===== src/rtl/uart_cmd_defs_pkg.sv =====
// Shared definitions for the UART command controller: command bytes,
// FSM state encoding and the default inter-byte timeout.
package uart_cmd_defs;

  localparam logic [7:0] CMD_WRITE = 8'h57;  // 'W'
  localparam logic [7:0] CMD_READ  = 8'h52;  // 'R'
  localparam logic [7:0] CMD_LED   = 8'h4C;  // 'L'

  localparam int TIMEOUT_DEFAULT = 1200000;  // 100 ms at 12 MHz

  typedef enum logic [2:0] {
    ST_IDLE      = 3'd0,
    ST_GET_ADDR  = 3'd1,
    ST_GET_DATA  = 3'd2,
    ST_WRITE     = 3'd3,
    ST_READ_ADDR = 3'd4,
    ST_READ_WAIT = 3'd5,
    ST_SEND      = 3'd6
  } state_t;

  function automatic logic [7:0] sat_inc8(input logic [7:0] v);
    return (v == 8'hFF) ? v : v + 8'd1;
  endfunction

endpackage


===== src/rtl/frame_timer.sv =====
// Inter-byte timeout counter: runs while enabled, clears on restart or
// when disabled, and flags expiry on the last cycle of the window.
module frame_timer #(
  parameter int CYCLES = 1200000
) (
  input  logic clk,
  input  logic reset,
  input  logic restart,
  input  logic enable,
  output logic expired
);

  localparam int CNT_W = (CYCLES < 2) ? 1 : $clog2(CYCLES + 1);

  logic [CNT_W-1:0] count_q;
  logic [CNT_W-1:0] count_d;

  always_comb begin
    count_d = count_q + 1'b1;
    if (restart || !enable) begin
      count_d = '0;
    end
  end

  always_ff @(posedge clk) begin
    if (reset) begin
      count_q <= '0;
    end else begin
      count_q <= count_d;
    end
  end

  assign expired = enable && !restart && (count_q == CNT_W'(CYCLES - 1));

endmodule


===== src/rtl/uart_cmd_ctrl.sv =====
// Byte-oriented command decoder: 'W' addr data writes RAM, 'R' addr reads
// RAM and echoes on tx, 'L' data loads the LED register.
module uart_cmd_ctrl
  import uart_cmd_defs::*;
#(
  parameter int         TIMEOUT_CYCLES = TIMEOUT_DEFAULT,
  parameter logic [7:0] LED_RESET      = 8'h01
) (
  input  logic       clk,
  input  logic       reset,
  input  logic [7:0] rx_data,
  input  logic       rx_valid,
  input  logic       rx_error,
  output logic [7:0] ram_addr,
  output logic [7:0] ram_wdata,
  output logic       ram_we,
  input  logic [7:0] ram_rdata,
  output logic [7:0] tx_data,
  output logic       tx_data_ready,
  input  logic       tx_busy,
  output logic [7:0] leds,
  output logic [7:0] err_count,
  output logic       busy
);

  state_t     state_q,    state_d;
  logic [7:0] cmd_q,      cmd_d;
  logic [7:0] addr_q,     addr_d;
  logic [7:0] data_q,     data_d;
  logic [7:0] tx_data_q,  tx_data_d;
  logic [7:0] leds_q,     leds_d;
  logic [7:0] err_q,      err_d;
  logic       led_pend_q, led_pend_d;
  logic       ram_we_q,   ram_we_d;

  logic accept;
  logic err_inc;
  logic timer_en;
  logic timer_expired;

  assign timer_en = (state_q == ST_GET_ADDR) || (state_q == ST_GET_DATA);

  frame_timer #(
    .CYCLES (TIMEOUT_CYCLES)
  ) u_frame_timer (
    .clk     (clk),
    .reset   (reset),
    .restart (accept),
    .enable  (timer_en),
    .expired (timer_expired)
  );

  always_comb begin
    state_d    = state_q;
    cmd_d      = cmd_q;
    addr_d     = addr_q;
    data_d     = data_q;
    tx_data_d  = tx_data_q;
    leds_d     = leds_q;
    led_pend_d = 1'b0;
    ram_we_d   = 1'b0;
    accept     = 1'b0;
    err_inc    = 1'b0;

    // LED load lands one cycle after the data byte so the path is fully registered.
    if (led_pend_q) begin
      leds_d = data_q;
    end

    if (rx_error) begin
      state_d = ST_IDLE;
      err_inc = 1'b1;
    end else begin
      case (state_q)
        ST_IDLE: begin
          if (rx_valid) begin
            if (rx_data == CMD_WRITE || rx_data == CMD_READ) begin
              cmd_d   = rx_data;
              state_d = ST_GET_ADDR;
              accept  = 1'b1;
            end else if (rx_data == CMD_LED) begin
              cmd_d   = rx_data;
              state_d = ST_GET_DATA;
              accept  = 1'b1;
            end else begin
              err_inc = 1'b1;
            end
          end
        end
        ST_GET_ADDR: begin
          if (rx_valid) begin
            addr_d  = rx_data;
            accept  = 1'b1;
            state_d = (cmd_q == CMD_WRITE) ? ST_GET_DATA : ST_READ_ADDR;
          end else if (timer_expired) begin
            state_d = ST_IDLE;
            err_inc = 1'b1;
          end
        end
        ST_GET_DATA: begin
          if (rx_valid) begin
            data_d = rx_data;
            accept = 1'b1;
            if (cmd_q == CMD_WRITE) begin
              state_d  = ST_WRITE;
              ram_we_d = 1'b1;
            end else begin
              state_d    = ST_IDLE;
              led_pend_d = 1'b1;
            end
          end else if (timer_expired) begin
            state_d = ST_IDLE;
            err_inc = 1'b1;
          end
        end
        ST_WRITE: begin
          state_d = ST_IDLE;
          err_inc = rx_valid;
        end
        ST_READ_ADDR: begin
          state_d = ST_READ_WAIT;
          err_inc = rx_valid;
        end
        ST_READ_WAIT: begin
          tx_data_d = ram_rdata;
          state_d   = ST_SEND;
          err_inc   = rx_valid;
        end
        ST_SEND: begin
          if (!tx_busy) begin
            state_d = ST_IDLE;
          end
          err_inc = rx_valid;
        end
        default: begin
          state_d = ST_IDLE;
        end
      endcase
    end

    err_d = err_inc ? sat_inc8(err_q) : err_q;
  end

  always_ff @(posedge clk) begin
    if (reset) begin
      state_q    <= ST_IDLE;
      cmd_q      <= 8'h00;
      addr_q     <= 8'h00;
      data_q     <= 8'h00;
      tx_data_q  <= 8'h00;
      leds_q     <= LED_RESET;
      err_q      <= 8'h00;
      led_pend_q <= 1'b0;
      ram_we_q   <= 1'b0;
    end else begin
      state_q    <= state_d;
      cmd_q      <= cmd_d;
      addr_q     <= addr_d;
      data_q     <= data_d;
      tx_data_q  <= tx_data_d;
      leds_q     <= leds_d;
      err_q      <= err_d;
      led_pend_q <= led_pend_d;
      ram_we_q   <= ram_we_d;
    end
  end

  assign ram_addr  = addr_q;
  assign ram_wdata = data_q;
  assign ram_we    = ram_we_q;
  assign tx_data   = tx_data_q;
  assign leds      = leds_q;
  assign err_count = err_q;
  assign busy      = (state_q != ST_IDLE);
  // Strobe fires in the very first SEND cycle that sees the transmitter idle.
  assign tx_data_ready = (state_q == ST_SEND) && !tx_busy;

endmodule


===== config.mk =====
export PLATFORM = sky130hd
export DESIGN_NAME = uart_cmd_ctrl
export DESIGN_NICKNAME = d
export VERILOG_FILES = /design/src/rtl/uart_cmd_defs_pkg.sv /design/src/rtl/frame_timer.sv /design/src/rtl/uart_cmd_ctrl.sv
export SDC_FILE = /design/constraint.sdc
export NUM_CORES = 1
export LEC_CHECK = 0
export CELL_PAD_IN_SITES_DETAIL_PLACEMENT = 0
export CELL_PAD_IN_SITES_GLOBAL_PLACEMENT = 1
export CORE_MARGIN = 2
export CORE_UTILIZATION = 38
export CTS_CLUSTER_SIZE = 28
export DETAILED_ROUTE_END_ITERATION = 6
export MAX_ROUTING_LAYER = met4
export PLACE_DENSITY = 0.83
export RECOVER_POWER = 100
export SKIP_LAST_GASP = 1
export SLEW_MARGIN = 10
export SYNTH_ARGS = -nofsm -noshare
export SYNTH_HDL_FRONTEND = slang
export SYNTH_SLANG_ARGS = --single-unit

===== constraint.sdc =====
create_clock -name clk -period 3.45 [get_ports clk]
set_clock_uncertainty 0.2 [all_clocks]
set_input_delay 0.5175 -clock clk [delete_from_list [all_inputs] [get_ports clk]]
set_output_delay 0.5175 -clock clk [all_outputs]
set_load 0.05 [all_outputs]

==> reports/metrics.cfg, run 1 <==
[status]
status = complete, but fails checks
failed_checks = max-capacitance violations, max-slew violations

[synth]
avgSynthCellArea_um2 = 9.04
synthMuxAreaShare = 0.0886
synthArstFlopShare = 0
synth_seq_cells = 74
synth-simple-area-share = 0.264
synthCells = 350
ys_types = 46
synthFlopType = dfxtp_1
synth_nets = 373
yosysSeqAreaShare = 0.468
ys_warn_count = 0
synth.cell_area_um2 = 3160
synth_edf_count = 0
synth_compound_area_frac = 0.0870
synth_fa_ha_area_frac = 0.00791
synth_xor_xnor_area_share = 0.0526
synth_top_family_by_area = simple AND/OR/NAND/NOR gates

[sta]
setup_viol = 0
rsz0062_at_grt = false
whs_ns = 0.254
finalCritPeriodShare = 0.880
finalSetupTns_ns = 0
finalHoldViolations = 0
slew_viol_final = 43
worstMarginPinSlew_ns = 1.77
finalCriticalPeriod_ns = 3.03
fmax_mhz = 330
maxSlewHeadroom = -0.180

[floorplan]
die_h_um = 95.3
dieArea_um2 = 9070
start_util = 0.389
rows = 33
die_w_um = 95.3
core_area_um2 = 8130
boundaryPins = 64

[cts]
cts_tree = done
cts_inserted_buffers = 9
hold_buffers = 0
cts_setup_buffers = 0
clock_path_buffers = 2
cts_sinks = 74
path_clk_slew_ns = 0.08
cts_root_buf = clkbuf_8
cts-htree-levels = 3
clk-insertion-delay-late_ns = 0.34
ctsResizeCount = 0

[finish]
final_nets = 434
layout_common_cells = dfxtp_1 (74), nor2_1 (56), dlygate4sd3_1 (44)
final_common_cell = dfxtp_1
diodes = 0
drive_above_1_share = 0.0529
syn_to_final_growth_pct = 28.6

[setup_path]
max_stage_delay_ns = 0.58
critical_path.endpoint_type = flop
r2r-start = state_q[1]
rrSetupSlack_ns = 0.81
slowest_stage = or4_1
path_cells = dlygate4sd3_1 > nor2b_1 > or3_1 > nor4_4 > a311oi_2 > or4_1 > a21oi_1
cp-start-kind = primary input
rr_endpoint = err_count[4]
critPathMaxFanout = 13
cp.arrival_ns = 3.09
required_ns = 3.51
reg2reg_depth = 6
worstSetupPathType = primary input to flop

[route]
avgViaCountPerCell = 5.05
ant_nets = 0
totalWireLength_um = 6950
drt_iter0_markers = 119
dr.pass1.iters = 4
routed-via-count = 2632
drc = 0
wl_per_cell_um = 13.3

[hold_path]
whs_path_depth = 1
hp-start = u_frame_timer.count_q[0]
min_to = u_frame_timer.count_q[0]
hold_path.class = flop to flop

[power_and_ir_drop]
p_leak_uw = 0.00155
power_density_nw_per_um2 = 413
ir_worst_vdd_v = 0.000193

[place]
gp_congestion = 0.756
portBuffers = 63
hpwl_um = 4950

[job]
maxCapViolations = 1

[global_routing]
grt_overflow_total = 0
grt_pass1_vias = 2464
antenna_found_initial = 0
grt_max_degree = 43
grt_usage = 0.167
grt_pass1_wl_um = 11600

==> Yosys cell counts (2+ instances only) <==
library cell	number	area share
dfxtp_1	74	0.47
nor2_1	56	0.066
mux2i_1	28	0.089
nand2_1	28	0.033
a21oi_1	22	0.035
nand3_1	19	0.030
clkbuf_1	14	0.017
nor3_1	10	0.016
xnor2_1	10	0.028
xor2_1	9	0.025
and3_1	7	0.014
o21ai_0	7	0.011
or4_1	6	0.014
and2_1	5	0.0099
o31ai_1	5	0.012
and4_1	4	0.011
inv_1	4	0.0047
nor2b_1	4	0.0079
or3_1	3	0.0059
buf_6	2	0.0071
ha_1	2	0.0079
nand2b_1	2	0.0040
nand4b_1	2	0.0055
nor3b_1	2	0.0047
nor4_1	2	0.0040
nor4b_1	2	0.0055
o211ai_1	2	0.0047
==> logic make-up after synthesis <==
family	count (synthesis)
flops	74
fa+ha+maj	2
compound gates	44
buf+inv	22
xor+xnor	19
simple gates	161
mux	28
==> per-stage QoR <==
step	instances	cell area [µm²]	power, µW	utilization	worst slack, ns
3_3_place_gp	505	3870	959	0.476	0.391
4_1_cts	521	4090	1700	0.503	0.445
6_report	521	4070	1680	0.500	0.415
2_1_floorplan	350	3160	920	-	0.810
3_5_place_dp	505	3870	960	0.476	0.323
5_1_grt	521	4070	1740	0.500	0.214
==> how the worst max path moves through the flow <==
stage	startpoint	to	slack, ns	cells past startpoint
2_1_floorplan	state_q[1]	tx_data_ready	0.81	3
3_3_place_gp	rx_error	err_count[4]	0.39	7
3_5_place_dp	rx_error	err_count[4]	0.32	7
4_1_cts	state_q[1]	tx_data_ready	0.44	3
5_1_grt	rx_valid	err_count[4]	0.21	7
6_report	rx_valid	err_count[4]	0.42	7
==> critical path: cells and delay by family <==
kind | cells | cell delay, ns
compound gates | 2 | 0.34
buf+inv | 1 | 0.57
simple gates | 4 | 1.66
==> per-layer routing <==
| metal | wire, µm | share of wire | global-route usage |
|---|---|---|---|
| met5 | 0 | 0 | - |
| met4 | 80 | 0.012 | 0.0652 |
| met3 | 381 | 0.055 | 0.0395 |
| met2 | 3000 | 0.43 | 0.244 |
| met1 | 3500 | 0.50 | 0.225 |
==> area by class of cell <==
class | count | area, µm²
Timing Repair Buffer | 68 | 654
Inverter | 4 | 15.0
Sequential cell | 74 | 1480
Tap cell | 105 | 131
Fill cell | 768 | 4060
Clock inverter | 5 | 77.6
Multi-Input combinational cell | 254 | 1570
Clock buffer | 11 | 141
==> flip-flops by register name (all words and copies together), names as in the netlist <==
signal,count
ram_wdata,8
ram_we,1
u_frame_timer.count_q,21
leds,8
state_q,3
ram_addr,8
err_count,8
cmd_q,8
led_pend_q,1
tx_data,8
==> where the power goes <==
group,internal [µW],switching (µW)
Combinational,32.7,42.9
Sequential,856,4.29
Clock,425,319
Total,1310,366
No activity file was read; power rests on OpenSTA's default activity.
==> inputs of run 2 (changes only) <==
--- a/config.mk
+++ b/config.mk
@@ -9,11 +9,13 @@
 export CELL_PAD_IN_SITES_GLOBAL_PLACEMENT = 1
 export CORE_MARGIN = 2
 export CORE_UTILIZATION = 38
+export CTS_CLUSTER_DIAMETER = 60
 export CTS_CLUSTER_SIZE = 28
 export DETAILED_ROUTE_END_ITERATION = 6
 export MAX_ROUTING_LAYER = met4
 export PLACE_DENSITY = 0.83
 export RECOVER_POWER = 100
+export SETUP_SLACK_MARGIN = 0.15
 export SKIP_LAST_GASP = 1
 export SLEW_MARGIN = 10
 export SYNTH_ARGS = -nofsm -noshare
==> results of run 2 <==
No change in the layout: final DEF, timing and power equal those of run 1.
